==> src/rtl/spi_slave.sv <==
// rtl/spi_slave.sv - SPI mode-0 responder, pins oversampled in the masterClk domain
// Optional macro SPI_SLAVE_OVERRUN_EN adds rxAck/overrun receive flow control.
module spi_slave #(
  parameter logic [7:0] FILL_BYTE   = 8'hFF,
  parameter int         SYNC_STAGES = 2
) (
  input  logic       masterClk,
  input  logic       rst,
  input  logic       SCK,
  input  logic       CS,
  input  logic       MOSI,
  input  logic       DC,
  output logic       MISO,
  output logic       misoEn,
  output logic [7:0] rxData,
  output logic       rxDC,
  output logic       rxValid,
  input  logic [7:0] txData,
  input  logic       txValid,
  output logic       txAck,
  output logic       busy
`ifdef SPI_SLAVE_OVERRUN_EN
  ,
  input  logic       rxAck,
  output logic       overrun
`endif
);

  // Pin vector layout: {DC, MOSI, CS, SCK}; CS resets to deasserted.
  localparam logic [3:0] PIN_RST = 4'b0010;

  logic [3:0] sync_q [SYNC_STAGES];
  logic [1:0] hist_q;
  logic       sck_s, cs_s, mosi_s, dc_s;
  logic       sck_rise, sck_fall, cs_rise, cs_fall;

  logic       active_q, active_d;
  logic [2:0] bit_cnt_q, bit_cnt_d;
  logic [6:0] rx_shift_q, rx_shift_d;
  logic [7:0] tx_shift_q, tx_shift_d;
  logic [7:0] rx_data_q, rx_data_d;
  logic       rx_dc_q, rx_dc_d;
  logic       rx_valid_q, rx_valid_d;
  logic       tx_ack_q, tx_ack_d;
  logic       byte_done;
`ifdef SPI_SLAVE_OVERRUN_EN
  logic       rx_pending_q, rx_pending_d;
  logic       overrun_q, overrun_d;
`endif

  assign sck_s    = sync_q[SYNC_STAGES-1][0];
  assign cs_s     = sync_q[SYNC_STAGES-1][1];
  assign mosi_s   = sync_q[SYNC_STAGES-1][2];
  assign dc_s     = sync_q[SYNC_STAGES-1][3];
  assign sck_rise = sck_s & ~hist_q[0];
  assign sck_fall = ~sck_s & hist_q[0];
  assign cs_rise  = cs_s & ~hist_q[1];
  assign cs_fall  = ~cs_s & hist_q[1];

  always_ff @(posedge masterClk or posedge rst) begin
    if (rst) begin
      for (int i = 0; i < SYNC_STAGES; i++) sync_q[i] <= PIN_RST;
      hist_q     <= 2'b10;
      active_q   <= 1'b0;
      bit_cnt_q  <= 3'd0;
      rx_shift_q <= 7'd0;
      tx_shift_q <= 8'd0;
      rx_data_q  <= 8'd0;
      rx_dc_q    <= 1'b0;
      rx_valid_q <= 1'b0;
      tx_ack_q   <= 1'b0;
`ifdef SPI_SLAVE_OVERRUN_EN
      rx_pending_q <= 1'b0;
      overrun_q    <= 1'b0;
`endif
    end else begin
      sync_q[0] <= {DC, MOSI, CS, SCK};
      for (int i = 1; i < SYNC_STAGES; i++) sync_q[i] <= sync_q[i-1];
      hist_q     <= {cs_s, sck_s};
      active_q   <= active_d;
      bit_cnt_q  <= bit_cnt_d;
      rx_shift_q <= rx_shift_d;
      tx_shift_q <= tx_shift_d;
      rx_data_q  <= rx_data_d;
      rx_dc_q    <= rx_dc_d;
      rx_valid_q <= rx_valid_d;
      tx_ack_q   <= tx_ack_d;
`ifdef SPI_SLAVE_OVERRUN_EN
      rx_pending_q <= rx_pending_d;
      overrun_q    <= overrun_d;
`endif
    end
  end

  always_comb begin
    active_d   = active_q;
    bit_cnt_d  = bit_cnt_q;
    rx_shift_d = rx_shift_q;
    tx_shift_d = tx_shift_q;
    rx_data_d  = rx_data_q;
    rx_dc_d    = rx_dc_q;
    rx_valid_d = 1'b0;
    tx_ack_d   = 1'b0;
    byte_done  = 1'b0;
`ifdef SPI_SLAVE_OVERRUN_EN
    rx_pending_d = rx_pending_q;
    overrun_d    = overrun_q;
`endif

    // CS edges take priority so a same-cycle SCK edge is dropped.
    if (cs_rise) begin
      active_d  = 1'b0;
      bit_cnt_d = 3'd0;
    end else if (cs_fall) begin
      active_d   = 1'b1;
      bit_cnt_d  = 3'd0;
      tx_shift_d = txValid ? txData : FILL_BYTE;
      tx_ack_d   = txValid;
    end else if (active_q) begin
      if (sck_rise) begin
        rx_shift_d = {rx_shift_q[5:0], mosi_s};
        bit_cnt_d  = bit_cnt_q + 3'd1;
        if (bit_cnt_q == 3'd7) begin
          byte_done  = 1'b1;
          tx_shift_d = txValid ? txData : FILL_BYTE;
          tx_ack_d   = txValid;
        end
      end else if (sck_fall && bit_cnt_q != 3'd0) begin
        tx_shift_d = {tx_shift_q[6:0], 1'b0};
      end
    end

`ifdef SPI_SLAVE_OVERRUN_EN
    if (byte_done) begin
      if (rx_pending_q) begin
        overrun_d = 1'b1;
      end else begin
        rx_data_d    = {rx_shift_q, mosi_s};
        rx_dc_d      = dc_s;
        rx_valid_d   = 1'b1;
        rx_pending_d = 1'b1;
      end
    end
    if (rxAck) begin
      rx_pending_d = 1'b0;
      overrun_d    = 1'b0;
    end
`else
    if (byte_done) begin
      rx_data_d  = {rx_shift_q, mosi_s};
      rx_dc_d    = dc_s;
      rx_valid_d = 1'b1;
    end
`endif
  end

  assign MISO    = active_q & tx_shift_q[7];
  assign misoEn  = active_q;
  assign busy    = active_q;
  assign rxData  = rx_data_q;
  assign rxDC    = rx_dc_q;
  assign rxValid = rx_valid_q;
  assign txAck   = tx_ack_q;
`ifdef SPI_SLAVE_OVERRUN_EN
  assign overrun = overrun_q;
`endif

endmodule

==> config.mk <==
export PLATFORM = sky130hd
export DESIGN_NAME = spi_slave
export DESIGN_NICKNAME = d
export VERILOG_FILES = /design/src/rtl/spi_slave.sv
export SDC_FILE = /design/constraint.sdc
export NUM_CORES = 1
export LEC_CHECK = 0
export ABC_CLOCK_PERIOD_IN_PS = 3900
export CAP_MARGIN = 20
export CORE_MARGIN = 5
export CORE_UTILIZATION = 35
export CTS_CLUSTER_DIAMETER = 200
export DETAILED_ROUTE_END_ITERATION = 7
export PLACE_DENSITY_LB_ADDON = 0.05
export SYNTH_ARGS = -nofsm -noshare
export SYNTH_HDL_FRONTEND = slang
export SYNTH_SLANG_ARGS = --single-unit
export TNS_END_PERCENT = 50
==> constraint.sdc <==
create_clock -name masterClk -period 3.9 [get_ports masterClk]
set_clock_uncertainty 0.1 [all_clocks]
set_input_delay 0.78 -clock masterClk [delete_from_list [all_inputs] [get_ports masterClk]]
set_output_delay 0.78 -clock masterClk [all_outputs]
set_load 0.05 [all_outputs]
==> summary.md <==
| Metric | Value |
|---|---|
| Outcome | finished clean |
| Ordered cell list for the critical path | and2_1, clkdlybuf4s50_1 |
| Max_slew headroom | 57.8% |
| Period Utilization, post-route | 67.3% |
| Average footprint of a synthesized cell | 13.5 um^2 |
| RSZ-0062 raised after global routing | no |
| Die Span Y | 80.3 um |
| Placed insts | 217 |
| Clk root buf | clkbuf_8 |
| Switch Pwr | 0.264 mW |
| Number of distinct library cells after synthesis | 34 |
| Async SR Flop Fraction | 100% |
| Final setup viols | 0 |
| Cell Pwr Density | 467 mW/mm^2 |
| Critical path depth | 2 |
| Initial antenna violation count | 0 |
| Mapped Area | 0.00173 mm^2 |
| Layout cells sized above 1 | 19.6% |
| Skew-Pair Late Insertion Delay | 0.29 ns |
| Final Hold Viols | 0 |
| Final critical-path required period | 2.62 ns |
| Num rows | 25 |
| Top delay family on crit path | buffers and inverters |
| Setup bufs post-CTS | 0 |
| Worst Slack Setup Final | 1.28 ns |
| FF-to-FF Start | hist_q[1]$_DFF_PP1_ |
| DP HPWL | 2110 um |
| Global-route wire length before repair | 5440 um |
| Sw Ratio | 26.4% |
| Critical path arrival | 1.74 ns |
| Max Buffers Root-to-Sink | 2 |
| R2R depth | 4 |
| Die W | 80.3 um |
| Gr ovfl total | 0 |
| DRC | 0 |
| Fmax | 381 MHz |
| Synth area leaders | dfrtp_1 54%, mux2_4 6.1%, mux2_2 5.9% |
| Vias in the first global route | 1139 |
| Final TNS setup | 0 ns |
| Yosys top cell area share | 53.6% |
| Vias/cell | 4.60 |
| Largest net degree at the start of global routing | 41 |
| Layout area overhead | 23.5% |
| Hold Startpoint | sync_q[4]$_DFF_PP0_ |
| Post-synthesis cell count | 128 |
| Critical Path End Type | output port |
| CTS Sinks | 40 |
| CP startpoint | busy$_DFFE_PP0P_ |
| Post-cts sizing count | 0 |
| WS Path Type | reg -> out |
| Comb pwr share | 19.3% |
| TritonCTS clock tree | yes |
| Number of synthesized flops with an enable pin | 0 |
| Final Max Tran Viols | 0 |
| Core area | 0.00475 mm^2 |
| Seq cells post-synth | 40 |
| H-tree depth | 2 |
| Leakage | 0.986 nW |
| Internal power | 0.733 mW |
| Slowest cell on the critical path | clkdlybuf4s50_1 |
| CP Max Fanout | 8 |
| DRT Wirelength | 3070 um |
| Hold Path Stages | 0 |
| Startpoint types | register |
| Via count | 1036 |
| Max cap viols | 0 |
| Critical Path Max Stage Delay | 0.79 ns |
| Hold Path Class | reg -> reg |
| Post-route non-filler standard cell count | 225 |
| WP buf/inv | 1 |
| Drt first-iter violations | 38 |
| Starting Density | 36.3% |
| Sequential Power Share | 52.9% |
| IO Count | 29 |
| Routability-driven placement congestion ratio | 0.736 |
| Seq/Total Area, Yosys | 58.1% |
| Cell taking the most area after synthesis | dfrtp_1 |
| Clock Pin Slew Worst Setup and Hold Paths | 0.07 ns |
| Net count after synthesis | 148 |
| Die area | 0.00644 mm^2 |
| CTS Hold Buffers Added | 0 |
| Post-Place Setup Slack | 1.57 ns |
| I/O Buffers | 28 |
| Clock power share | 27.8% |
| Final net count | 177 |
| Number of CTS-inserted buffers | 5 |
| Required time of the critical path | 3.02 ns |
| Inserted Diodes | 0 |
| Tot Pwr | 0.997 mW |
| Worst reg-to-reg setup slack | 1.71 ns |
| DR WL/cell | 13.6 um |
| Worst slew pin tran | 0.633 ns |
| Aggregate global-route resource usage | 11.1% |
| Final ANT Viol Nets | 0 |
| Synth Warn # | 0 |
| Pre-antenna DRT Iters | 4 |
| Worst VDD drop | 0.000261 V |
| Post-synth top flop | dfrtp_1 |
| Hold EP | sck_s$_DFF_PP0_ |
| R2r endpoint | rx_shift_q[0]$_DFFE_PP0P_ |
-- layout make-up --
class / count / area (um^2)
Clock buffer: 8 / 90.1
Fill cell: 442 / 2620
Inverter: 12 / 45.0
Multi-Input combinational cell: 69 / 623
Sequential cell: 40 / 1000
Tap cell: 67 / 83.8
Timing Repair Buffer: 29 / 288
-- logic make-up (layout without fill, tap and decap cells) --
family	after synthesis	count (layout)	synth area share, %
AOI/OAI and AO/OA	20	20	8.47
buffers and inverters	19	49	5.79
DFF	40	40	58.1
adders and majority gates	5	5	3.62
xor gates and xnor gates	1	1	0.507
and+or+nand+nor	25	25	10.4
muxes	18	18	13.1
-- power groups by stage --
stage               Clock (mW)  Sequential [mW]  Combinational, mW
finish                   0.277            0.527              0.192
global route             0.308            0.539              0.215
CTS                      0.289            0.528              0.195
detailed placement           0            0.535              0.195
global placement             0            0.534              0.191
floorplan                    0            0.529              0.148
-- metrics by stage --
step | hold WS [ns] | utilization, % | area, um^2
2_1_floorplan | 0.231 | - | 1730
3_3_place_gp | 0.234 | 43.0 | 2040
3_5_place_dp | 0.235 | 43.0 | 2040
4_1_cts | 0.252 | 44.9 | 2130
5_1_grt | 0.252 | 44.9 | 2130
6_report | 0.250 | 44.9 | 2130
-- worst reg2reg max path, stage by stage, from the launching register on --
cell	delay, ns
dfstp_2	0.53
inv_1	0.04
ha_1	0.40
or3_1	0.64
mux2_4	0.37
-- cells in the final DEF, fill, tap and decap left out, types with 2 or more instances in the layout --
| cell type | count |
|---|---|
| a21oi_1 | 8 |
| a32o_1 | 7 |
| clkbuf_1 | 2 |
| clkbuf_8 | 6 |
| clkdlybuf4s50_1 | 28 |
| dfrtp_1 | 37 |
| dfstp_2 | 3 |
| ha_1 | 5 |
| inv_1 | 12 |
| mux2_2 | 9 |
| mux2_4 | 7 |
| mux2i_1 | 2 |
| nand3b_1 | 8 |
| nor3_1 | 4 |
-- sequential cells by signal, indices dropped and copies added (netlist names) --
signal,flops
bit_cnt_q,3
busy,1
cs_s,1
dc_s,1
hist_q,2
mosi_s,1
rxDC,1
rxData,8
rxValid,1
rx_shift_q,7
sck_s,1
sync_q,4
txAck,1
tx_shift_q,8
-- metal layers --
layer | global-route usage (%) | share of wire, % | up-vias
li1 | - | - | 500
met1 | 12.8 | 44 | 508
met2 | 18.4 | 48 | 22
met3 | 4.04 | 5.8 | 6
met4 | 5.07 | 2.0 | 0
met5 | 0 | 0 | -
-- how the worst max path moves through the flow --
stage,to,slack [ns]
floorplan,MISO,1.77
global placement,MISO,1.60
detailed placement,MISO,1.57
CTS,MISO,1.24
global route,MISO,1.19
finish,MISO,1.28
-- cell usage after synthesis (2+ instances only) --
| master | count |
|---|---|
| nor3_1 | 4 |
| mux2i_1 | 2 |
| inv_1 | 12 |
| clkbuf_1 | 3 |
| nand3b_1 | 8 |
| dfrtp_1 | 37 |
| dfstp_2 | 3 |
| ha_1 | 5 |
| a32o_1 | 7 |
| mux2_4 | 7 |
| buf_6 | 2 |
| a21oi_1 | 8 |
| mux2_2 | 9 |
Power figures use the tool's default switching activity.
